**src/rtl/div_iter.sv**
```systemverilog
// Iterative radix-2 restoring divider for DIV/DIVU: one quotient bit per cycle,
// returns {remainder, quotient} for the HI/LO write and stalls EX while iterating.
module div_iter #(
  parameter int WIDTH = 32
) (
  input  logic               clk,
  input  logic               resetn,
  input  logic               start_i,
  input  logic               signed_i,
  input  logic               annul_i,
  input  logic [WIDTH-1:0]   opdata1_i,
  input  logic [WIDTH-1:0]   opdata2_i,
  output logic [2*WIDTH-1:0] result_o,
  output logic               ready_o,
  output logic               busy_o
);

  localparam int CW = $clog2(WIDTH);

  typedef enum logic [1:0] {
    S_IDLE   = 2'd0,
    S_BYZERO = 2'd1,
    S_ON     = 2'd2,
    S_END    = 2'd3
  } state_t;

  state_t           state_reg, state_next;
  logic [CW-1:0]    cnt_reg;
  logic [WIDTH-1:0] rem_reg;
  logic [WIDTH-1:0] dvd_reg;
  logic [WIDTH-1:0] dvs_reg;
  logic             neg_quot_reg;
  logic             neg_rem_reg;

  logic             accept;
  logic             div_zero;
  logic             a_neg;
  logic             b_neg;
  logic [WIDTH-1:0] a_abs;
  logic [WIDTH-1:0] b_abs;
  logic             last_iter;

  logic [WIDTH:0]   rem_shift;
  logic [WIDTH:0]   diff;
  logic             qbit;
  logic [WIDTH-1:0] rem_next;
  logic [WIDTH-1:0] quot_next;
  logic [WIDTH-1:0] rem_fix;
  logic [WIDTH-1:0] quot_fix;

  assign accept    = start_i & ~annul_i;
  assign div_zero  = (opdata2_i == '0);
  assign a_neg     = signed_i & opdata1_i[WIDTH-1];
  assign b_neg     = signed_i & opdata2_i[WIDTH-1];
  assign a_abs     = a_neg ? (~opdata1_i + 1'b1) : opdata1_i;
  assign b_abs     = b_neg ? (~opdata2_i + 1'b1) : opdata2_i;
  assign last_iter = (cnt_reg == CW'(WIDTH - 1));

  // Partial remainder is always below the divisor, so the shifted value fits in
  // WIDTH+1 bits; bit WIDTH of the difference is the borrow (rem < dvs).
  assign rem_shift = {rem_reg, dvd_reg[WIDTH-1]};
  assign diff      = rem_shift - {1'b0, dvs_reg};
  assign qbit      = ~diff[WIDTH];
  assign rem_next  = qbit ? diff[WIDTH-1:0] : rem_shift[WIDTH-1:0];
  assign quot_next = {dvd_reg[WIDTH-2:0], qbit};
  assign quot_fix  = neg_quot_reg ? (~quot_next + 1'b1) : quot_next;
  assign rem_fix   = neg_rem_reg  ? (~rem_next  + 1'b1) : rem_next;

  always_ff @(posedge clk or negedge resetn) begin
    if (!resetn) begin
      state_reg <= S_IDLE;
    end else begin
      state_reg <= state_next;
    end
  end

  always_comb begin
    state_next = state_reg;
    case (state_reg)
      S_IDLE: begin
        if (accept) begin
          state_next = div_zero ? S_BYZERO : S_ON;
        end
      end
      S_BYZERO: begin
        state_next = annul_i ? S_IDLE : S_END;
      end
      S_ON: begin
        if (annul_i) begin
          state_next = S_IDLE;
        end else if (last_iter) begin
          state_next = S_END;
        end
      end
      S_END: begin
        if (annul_i || !start_i) begin
          state_next = S_IDLE;
        end
      end
      default: state_next = S_IDLE;
    endcase
  end

  always_comb begin
    busy_o  = 1'b0;
    ready_o = 1'b0;
    case (state_reg)
      S_IDLE:   busy_o  = accept;
      S_BYZERO: busy_o  = 1'b1;
      S_ON:     busy_o  = 1'b1;
      S_END:    ready_o = 1'b1;
      default: begin
        busy_o  = 1'b0;
        ready_o = 1'b0;
      end
    endcase
  end

  always_ff @(posedge clk or negedge resetn) begin
    if (!resetn) begin
      cnt_reg      <= '0;
      rem_reg      <= '0;
      dvd_reg      <= '0;
      dvs_reg      <= '0;
      neg_quot_reg <= 1'b0;
      neg_rem_reg  <= 1'b0;
      result_o     <= '0;
    end else begin
      case (state_reg)
        S_IDLE: begin
          if (accept) begin
            cnt_reg <= '0;
            rem_reg <= '0;
            if (div_zero) begin
              // Raw dividend is kept so the divide-by-zero result can return it as-is.
              dvd_reg <= opdata1_i;
            end else begin
              dvd_reg      <= a_abs;
              dvs_reg      <= b_abs;
              neg_quot_reg <= a_neg ^ b_neg;
              neg_rem_reg  <= a_neg;
            end
          end
        end
        S_ON: begin
          if (!annul_i) begin
            rem_reg <= rem_next;
            dvd_reg <= quot_next;
            cnt_reg <= cnt_reg + CW'(1);
            if (last_iter) begin
              result_o <= {rem_fix, quot_fix};
            end
          end
        end
        S_BYZERO: begin
          if (!annul_i) begin
            result_o <= {dvd_reg, {WIDTH{1'b1}}};
          end
        end
        default: begin
        end
      endcase
    end
  end

endmodule

```
**config.mk**
```make
export PLATFORM = sky130hd
export DESIGN_NAME = div_iter
export DESIGN_NICKNAME = d
export VERILOG_FILES = /design/src/rtl/div_iter.sv
export SDC_FILE = /design/constraint.sdc
export NUM_CORES = 1
export LEC_CHECK = 0
export CELL_PAD_IN_SITES_DETAIL_PLACEMENT = 1
export CELL_PAD_IN_SITES_GLOBAL_PLACEMENT = 2
export CORE_ASPECT_RATIO = 0.9
export CORE_MARGIN = 2
export CORE_UTILIZATION = 40
export CTS_BUF_LIST = sky130_fd_sc_hd__clkbuf_8
export DETAILED_ROUTE_END_ITERATION = 10
export DONT_BUFFER_PORTS = 1
export PLACE_DENSITY_LB_ADDON = 0.12
export SLEW_MARGIN = 20
export SYNTH_ARGS = -nofsm -noshare
export SYNTH_HDL_FRONTEND = slang
export SYNTH_SLANG_ARGS = --single-unit
```
**constraint.sdc**
```tcl
create_clock -name clk -period 6.1 [get_ports clk]
set_input_delay 1.22 -clock clk [delete_from_list [all_inputs] [get_ports clk]]
set_output_delay 1.22 -clock clk [all_outputs]
set_load 0.02 [all_outputs]
```
== Word level (Yosys, flattened, before mapping) ==
Cells that the tools add are included.
W data, S select, Z words.

* Input bits: 69
* Register bits: 169
* Word-level logic and storage cells: 74
* Output and inout bits: 66

* Add/sub/neg operators: 6
* Bitwise gates (word level): 11
* Reductions and logical operators: 11
* Mux-type cells: 28
* Equality and inequality tests: 10

{| class="wikitable"
|+ Operator list
! kind !! count
|-
| $mux W32 || 10
|-
| $mux W64 || 3
|-
| $add A32 B1 Y32 const B || 4
|-
| $not A32 Y32 || 4
|-
| $pmux W32 S2 || 2
|-
| $pmux W64 S2 || 1
|-
| $sub A33 B32 Y33 || 1
|-
| $logic_not A32 Y1 || 1
|-
| $mux W2 || 6
|-
| $mux W5 || 2
|-
| $ne A2 B2 Y1 const B || 5
|-
| $pmux W5 S2 || 1
|-
| $reduce_and A3 Y1 || 3
|-
| $pmux W2 S4 || 1
|-
| $add A5 B1 Y5 const B || 1
|-
| $eq A5 B5 Y1 const B || 1
|-
| $eq A2 B2 Y1 const B || 2
|-
| $reduce_and A4 Y1 || 1
|-
| $reduce_bool A2 Y1 || 2
|-
| $and A1 B1 Y1 || 3
|-
| $ne A3 B3 Y1 const B || 1
|-
| $not A1 Y1 || 3
|-
| $eq A2 B1 Y1 const B || 1
|-
| $logic_not A2 Y1 || 1
|-
| other kinds (6) || 6
|}

== Logic depth before layout (Yosys ltp) ==
Gate-level depths: netlist of run 1.

* Depth in word-level cells: 8
* Gate-level depth with buffers: 25
* Gate-level depth less buffers: 23

== Least setup slack after synthesis of run 1 ==
No wires, ideal clock.

* Path kind: reg2reg
* From: reg dvd_reg[31]
* To: reg result_o[46]
* Stages on the path, launching flop included: 25
* Setup time: 0.135 ns
* Data required time: 5.965 ns
* Setup slack: 1.337 ns
* Arrival: 4.628 ns
* Path buffers: 2
* Cells stage by stage: dfrtp_1 -> inv_1 -> ha_1 -> inv_1 -> fa_1 -> a211oi_2 -> o31a_1 -> a211o_1 -> a21oi_4 -> nor3_2 -> nor2_2 -> inv_2 -> clkbuf_1 -> clkbuf_1 -> mux2i_1 -> ha_1 -> nand4b_1 -> nor3_1 -> a21boi_0 -> a31oi_1 -> o31ai_1 -> xnor2_1 -> nor2_1 -> a21oi_1 -> o21ai_0

* Cells in the longest elaborated chain, start to end: 8

{| class="wikitable"
|+ Ends and longest elaborated chain
! what !! RTL line !! text
|-
| start, declared || 30 || <nowiki>logic [WIDTH-1:0] dvd_reg;</nowiki>
|-
| start signal, assigned || 136 || <nowiki>dvd_reg <= opdata1_i;</nowiki>
|-
| start signal, assigned || 138 || <nowiki>dvd_reg <= a_abs;</nowiki>
|-
| start signal, assigned || 148 || <nowiki>dvd_reg <= quot_next;</nowiki>
|-
| $sub A33 B32 Y33 || 62 || <nowiki>assign diff = rem_shift - {1'b0, dvs_reg};</nowiki>
|-
| $mux W32 (*) || 64 || <nowiki>assign rem_next = qbit ? diff[WIDTH-1:0] : rem_shift[WIDTH-1:0];</nowiki>
|-
| $not A32 Y32 || 67 || <nowiki>assign rem_fix = neg_rem_reg ? (~rem_next + 1'b1) : rem_next;</nowiki>
|-
| $add A32 B1 Y32 || 67 ||
|-
| $mux W32 (*) || 67 ||
|-
| $mux W64 (*) || 150 || <nowiki>if (last_iter) begin</nowiki>
|-
| $mux W64 (*) || 146 || <nowiki>if (!annul_i) begin</nowiki>
|-
| $pmux W64 S2 (*) || 129 || <nowiki>case (state_reg)</nowiki>
|-
| end signal, assigned || 151 || <nowiki>result_o <= {rem_fix, quot_fix};</nowiki>
|-
| end signal, assigned || 157 || <nowiki>result_o <= {dvd_reg, {WIDTH{1'b1}}};</nowiki>
|-
| end, declared || 13 || <nowiki>output logic [2*WIDTH-1:0] result_o,</nowiki>
|}

Every way passes the cells marked *; elsewhere a longest branch is shown, timed or not. The select of a mux whose other input is x is not followed.
A chain may end at the register's enable or synchronous reset.

== Final worst setup path of run 1 ==
Same ends and word-level chain as after synthesis.

==> flow_summary.ini, run 1 <==
[run_status]
outcome = completed

[drt]
vias = 10800
avgViaCountPerCell = 5.75
wirelength_mm = 38.2
dr.pass1.iters = 5
antenna_left = 0
drt_first_iter_violations = 464
drc = 0
wl_per_cell_um = 20.3

[clocking]
post_cts_resized = 0
htreeDepth = 4
clk_latency_ns = 0.48
root_buffer = clkbuf_8
cts_hold_buffers = 0
cts_buffer_depth = 2
postCtsSetupBuffers = 0
clk_pin_slew_ns = 0.10
cts_sinks = 169
numCtsBuffers = 17
cts_tree = built

[yosys]
synth_top_family_by_area = compound AO/OA/AOI/OAI gates
ys_seq_area_share_pct = 34.9
synth.area.mux_share_pct = 2.93
ys_types = 75
synthAdderAreaFrac_pct = 4.50
syn_avg_cell_area_um2 = 7.97
syn_area_mm2 = 0.0121
synthArstFlopShare_pct = 100
yosysWarningCount = 0
ys_ff_latch = 169
netlist_instances = 1522
synth_xor_area_share_pct = 10.5
synth_edf_count = 0
synth_simple_gate_area_share_pct = 19.4
synth-main-ff-cell = dfrtp_1
synth.net_count = 1634
synth-compound-area-share_pct = 22.8

[setup_path]
startpoint_type = flip-flop
path_max_fanout = 10
required_ns = 6.45
slowest_delay_ns = 0.46
cp_cell_sequence = inv_1 > ha_1 > inv_1 > fa_1 > a211oi_2 > o31a_1 > a211o_1 > a21oi_4 > nor3_2 > nor2_4 > inv_2 > mux2i_1 > ha_1 > nand4b_1 > nor3_1 > a21boi_0 > a31oi_1 > o31ai_1 > xnor2_1 > nor2_1 > a21oi_1 > o21ai_0
worstSetupPathType = reg -> reg
crit_arrival_ns = 5.28
endpoint_kind = flip-flop
crit_slowest_cell = dfrtp_1

[die]
fp.dieW_um = 188
dieArea_mm2 = 0.0317
initial_core_util_pct = 40.6
io-pin-count = 135
num_rows = 60
core_mm2 = 0.0299
fp.dieH_um = 169

[place]
hpwl_mm = 28.9
placed_area_mm2 = 0.0124
place_congestion = 0.815
portBuffers = 0

[layout]
stdcell_area_mm2 = 0.0128
drive_gt1_share_pct = 5.22
largest_register = result_o
largest_reg_flops = 64
fillers = 3672
area_growth_pct = 5.71
multiInputGateArea_mm2 = 0.00733
seq_area_mm2 = 0.00423
diodes = 0
nNetsFinal = 1574

[global_route]
grt_max_degree = 170
grt_pass1_wl_mm = 61.1
grt-ovfl-total = 0
grt_pass1_vias = 11000
antenna_found_initial = 1
grt_usage_pct = 24.3

[timing]
rsz0062_at_grt = no
finalClockSkew_ns = 0.0158
fin_crit_ns = 4.93
finalSetupViolCount = 0
hold_viol = 0
post-route-period-util_pct = 80.8
fmax_mhz = 203
slew_headroom_pct = 37.9
finalSetupTns_ns = 0
maxSlewViolCount = 0
tightest_slew_ns = 0.931

[hold_path]
hp-class = in -> async

[flow_run]
drv_cap = 0

[pwr]
pwr_density_cell_mw_per_mm2 = 506
power.leakage_nw = 5.43
vdd_drop_max_mv = 0.312
## where the power goes
group | total [mW] | internal, mW | switching (mW)
Combinational | 3.30 | 1.19 | 2.10
Sequential | 2.33 | 1.58 | 0.753
Clock | 0.862 | 0.385 | 0.478
Total | 6.49 | 3.15 | 3.34
## final timing paths
| kind | start | endpoint | slack, ns | cells past startpoint |
|---|---|---|---|---|
| setup / recovery | dvd_reg[31] | result_o[46] | 1.17 | 22 |
| hold / removal | resetn | result_o[24] | 0.42 | 0 |
| setup reg to reg | dvd_reg[31] | result_o[46] | 1.17 | 22 |
| hold reg to reg | dvs_reg[30] | dvs_reg[30] | 0.49 | 2 |
| max in group asynchronous | resetn | state_reg[1] | 5.39 | 0 |
| min in group clk | dvs_reg[30] | dvs_reg[30] | 0.49 | 2 |
## cells by family after synthesis
logic type / Yosys count
AOI/OAI and AO/OA: 468
xor gates and xnor gates: 145
adders and majority gates: 43
buffers and inverters: 157
DFF: 169
muxes: 35
and+or+nand+nor: 505
## routing by layer
metal  track usage (%)  wire (um)  share of wire (%)
met1              32.6      17800                 47
met5                 0          0                  0
met4              7.09        893                2.3
met2              40.4      18000                 47
met3              4.09       1430                3.7
## cell type report
| cell class | count | area share [%] |
|---|---|---|
| multi-input combinational | 1196 | 57.1 |
| clock buffer | 18 | 1.93 |
| timing repair buffer | 16 | 0.937 |
| tap | 403 | 3.93 |
| sequential | 169 | 33.0 |
| clock inverter | 14 | 1.27 |
| inverter | 62 | 1.81 |
## layout by cell type (no fill, tap or decap), types with 4 or more instances in the layout
master | Yosys | final
a211o_1 | 4 | 4
a21o_1 | 11 | 11
a21oi_1 | 169 | 169
a31oi_1 | 11 | 11
and2_1 | 9 | 9
and3_1 | 12 | 12
buf_4 | 1 | 16
clkbuf_8 | 0 | 18
dfrtp_1 | 169 | 169
ha_1 | 42 | 41
inv_1 | 59 | 59
mux2_2 | 4 | 4
mux2i_1 | 31 | 31
nand2_1 | 162 | 162
nand2b_1 | 11 | 10
nand3_1 | 46 | 46
nand3b_1 | 5 | 5
nand4_1 | 9 | 9
nand4b_1 | 5 | 5
nor2_1 | 155 | 152
nor3_1 | 22 | 22
nor3b_1 | 4 | 4
nor4_1 | 15 | 15
o211ai_1 | 4 | 4
o21a_1 | 11 | 11
o21ai_0 | 163 | 163
o21ai_1 | 7 | 7
o22ai_1 | 6 | 6
o31a_1 | 4 | 4
o31ai_1 | 26 | 26
o41ai_1 | 15 | 15
or2_2 | 4 | 4
or3_1 | 19 | 19
or4_1 | 12 | 12
xnor2_1 | 63 | 63
xor2_1 | 82 | 82
## critical path, delay by kind of cell, from the launching register on
kind,cells,cell delay [ns]
mux,1,0.31
compound gates,9,1.80
buf+inv,3,0.32
fa+ha+maj,3,0.80
simple gates,5,0.95
flops,1,0.46
xor+xnor,1,0.15
## per-stage QoR
step / hold slack [ns] / setup WS [ns] / power (mW) / std cells / utilization [%]
floorplan: 0.450 / 1.34 / 4.68 / 1522 / -
global placement: 0.465 / 1.35 / 5.58 / 1846 / 41.5
detailed placement: 0.472 / 1.17 / 5.66 / 1846 / 41.5
CTS: 0.389 / 1.15 / 6.55 / 1878 / 42.9
global route: 0.381 / 0.670 / 7.06 / 1878 / 42.9
finish: 0.422 / 1.17 / 6.49 / 1878 / 42.9
## synth_stat cells (19+ instances only)
| cell | n | area, um^2 |
|---|---|---|
| mux2i_1 | 31 | 310 |
| o31ai_1 | 26 | 195 |
| nor3_1 | 22 | 110 |
| xnor2_1 | 63 | 552 |
| or3_1 | 19 | 119 |
| o21ai_0 | 163 | 816 |
| ha_1 | 42 | 526 |
| nand3_1 | 46 | 230 |
| clkbuf_1 | 77 | 289 |
| dfrtp_1 | 169 | 4230 |
| a21oi_1 | 169 | 846 |
| inv_1 | 59 | 221 |
| nand2_1 | 162 | 608 |
| xor2_1 | 82 | 718 |
| nor2_1 | 155 | 582 |
Note: power is estimated with default switching activity, not from simulation.
==> run 2: changes to the inputs <==
--- a/config.mk
+++ b/config.mk
@@ -9,7 +9,7 @@
 export CELL_PAD_IN_SITES_GLOBAL_PLACEMENT = 2
 export CORE_ASPECT_RATIO = 0.9
 export CORE_MARGIN = 2
-export CORE_UTILIZATION = 40
+export CORE_UTILIZATION = 36
 export CTS_BUF_LIST = sky130_fd_sc_hd__clkbuf_8
 export DETAILED_ROUTE_END_ITERATION = 10
 export DONT_BUFFER_PORTS = 1
==> constraint.sdc (replaced) <==
create_clock -name clk -period 4.15 [get_ports clk]
set_input_delay 0.83 -clock clk [delete_from_list [all_inputs] [get_ports clk]]
set_output_delay 0.83 -clock clk [all_outputs]
set_load 0.02 [all_outputs]
==> flow_summary.ini, run 2 (synthesis results as in run 1) <==
[global_route]
grt_max_degree = 170
grt_pass1_vias = 11500
antenna_found_initial = 0
grt_usage_pct = 23.3
grt-ovfl-total = 0
grt_pass1_wl_mm = 64.0

[clocking]
numCtsBuffers = 17
clk_pin_slew_ns = 0.10
cts_buffer_depth = 2
htreeDepth = 4
root_buffer = clkbuf_8
clk_latency_ns = 0.49
cts_sinks = 169
cts_tree = built

[timing]
hold_viol = 0
worst_slack_ns = -0.0634
maxSlewViolCount = 0
fin_crit_ns = 4.21
tightest_slew_ns = 1.03
rsz0062_at_grt = yes
finalClockSkew_ns = 0.0233
slew_headroom_pct = 31.0
finalSetupViolCount = 4
post-route-period-util_pct = 102
fmax_mhz = 237

[flow_run]
drv_cap = 0

[place]
place_congestion = 0.866
portBuffers = 0
placed_area_mm2 = 0.0133
hpwl_mm = 31.3
dp_cells = 1975

[setup_path]
startpoint_type = flip-flop
crit_arrival_ns = 4.57
endpoint_kind = flip-flop
worstSetupPathType = reg -> reg
path_max_fanout = 5
required_ns = 4.51

[layout]
area_growth_pct = 15.7
nNetsFinal = 1692
drive_gt1_share_pct = 14.3
fin_cells = 2015
multiInputGateArea_mm2 = 0.00762
final_common_cell = dfrtp_1
diodes = 0
seq_area_mm2 = 0.00423
fillers = 3964
final_cell_mix = 168 x dfrtp_1, 165 x a21oi_1, 159 x nand2_1
largest_reg_flops = 64
largest_register = result_o
stdcell_area_mm2 = 0.0140

[drt]
wirelength_mm = 41.0
dr.pass1.iters = 5
vias = 11100
avgViaCountPerCell = 5.50
antenna_left = 0
drc = 0
wl_per_cell_um = 20.4
drt_first_iter_violations = 445

[run_status]
outcome = complete, but fails checks
violations = setup timing

[pwr]
pwr_density_cell_mw_per_mm2 = 752
power.leakage_nw = 6.04
vdd_drop_max_mv = 0.359

[die]
fp.dieW_um = 198
core_mm2 = 0.0331
io-pin-count = 135
fp.dieH_um = 178
dieArea_mm2 = 0.0352
initial_core_util_pct = 36.6
num_rows = 63

[hold_path]
hp-class = in -> async
## run 2: area by class of cell
type                            instances  share of cell area, %
Sequential cell                       169                   30.1
Multi-Input combinational cell       1196                   54.3
Inverter                               62                   1.68
Tap cell                              422                   3.76
Clock inverter                         14                  0.874
Clock buffer                           18                   1.77
Timing Repair Buffer                  134                   7.47
## run 2: critical path, stage by stage (launching register included)
cell and delay (ns):
dfrtp_1 0.42, ha_4 0.18, inv_2 0.05, fa_2 0.23
a211oi_4 0.07, o31a_1 0.31, a211o_1 0.35, a21oi_4 0.25
o21a_4 0.18, nor2_4 0.04, inv_4 0.08, mux2i_2 0.26
ha_2 0.22, nand4b_1 0.15, nor3_2 0.27, buf_4 0.16
nand2_4 0.04, a21oi_4 0.15, nand4_1 0.22, o21ai_1 0.22
xnor2_1 0.13, o22ai_1 0.09
## run 2: path summary, 6_finish.rpt
path | from | end | slack [ns] | depth (start not counted)
min reg2reg | dvs_reg[29] | dvs_reg[29] | 0.49 | 2
min in group clk | opdata2_i[31] | dvs_reg[31] | 0.49 | 2
min | resetn | dvd_reg[28] | 0.04 | 0
max | dvs_reg[0] | result_o[60] | -0.06 | 21
max reg2reg | dvs_reg[0] | result_o[60] | -0.06 | 21
max in group asynchronous | resetn | dvd_reg[18] | 2.76 | 1
## run 2: repair_timing
action | CTS | global route
pin swaps | 2 | 28
resized for setup | 4 | 47
setup buffers | 0 | 6
endpoints found under the setup margin | 8 | 26
endpoints found under the hold margin | 0 | 3
hold buffers | 0 | 4
## run 2: power by group
part           switching (mW)  internal [mW]  leakage, nW  total, mW
combinational            3.48           2.46         3.75       5.94
clock                   0.698          0.492        0.183       1.19
sequential               1.11           2.32         2.10       3.43
## run 2: per-layer routing
metal	routed length, um	GRT usage, %	vias to the layer above
met5	0	0	-
met2	19400	38.8	102
li1	-	-	5487
met3	1260	4.37	17
met4	482	3.85	0
met1	19900	32.0	5480
## run 2: metrics by stage
step	worst slack (ns)	power [mW]	hold WS (ns)	util [%]	setup TNS, ns
3_3_place_gp	0.0579	8.92	0.468	40.3	0
6_report	-0.0634	10.6	0.0392	42.4	-0.172
3_5_place_dp	-0.0823	9.03	0.479	40.3	-0.206
4_1_cts	-0.0264	10.3	0.00316	41.5	-0.0453
2_1_floorplan	-0.166	6.95	0.450	-	-0.746
5_1_grt	-0.277	11.5	0.00222	42.4	-2.38
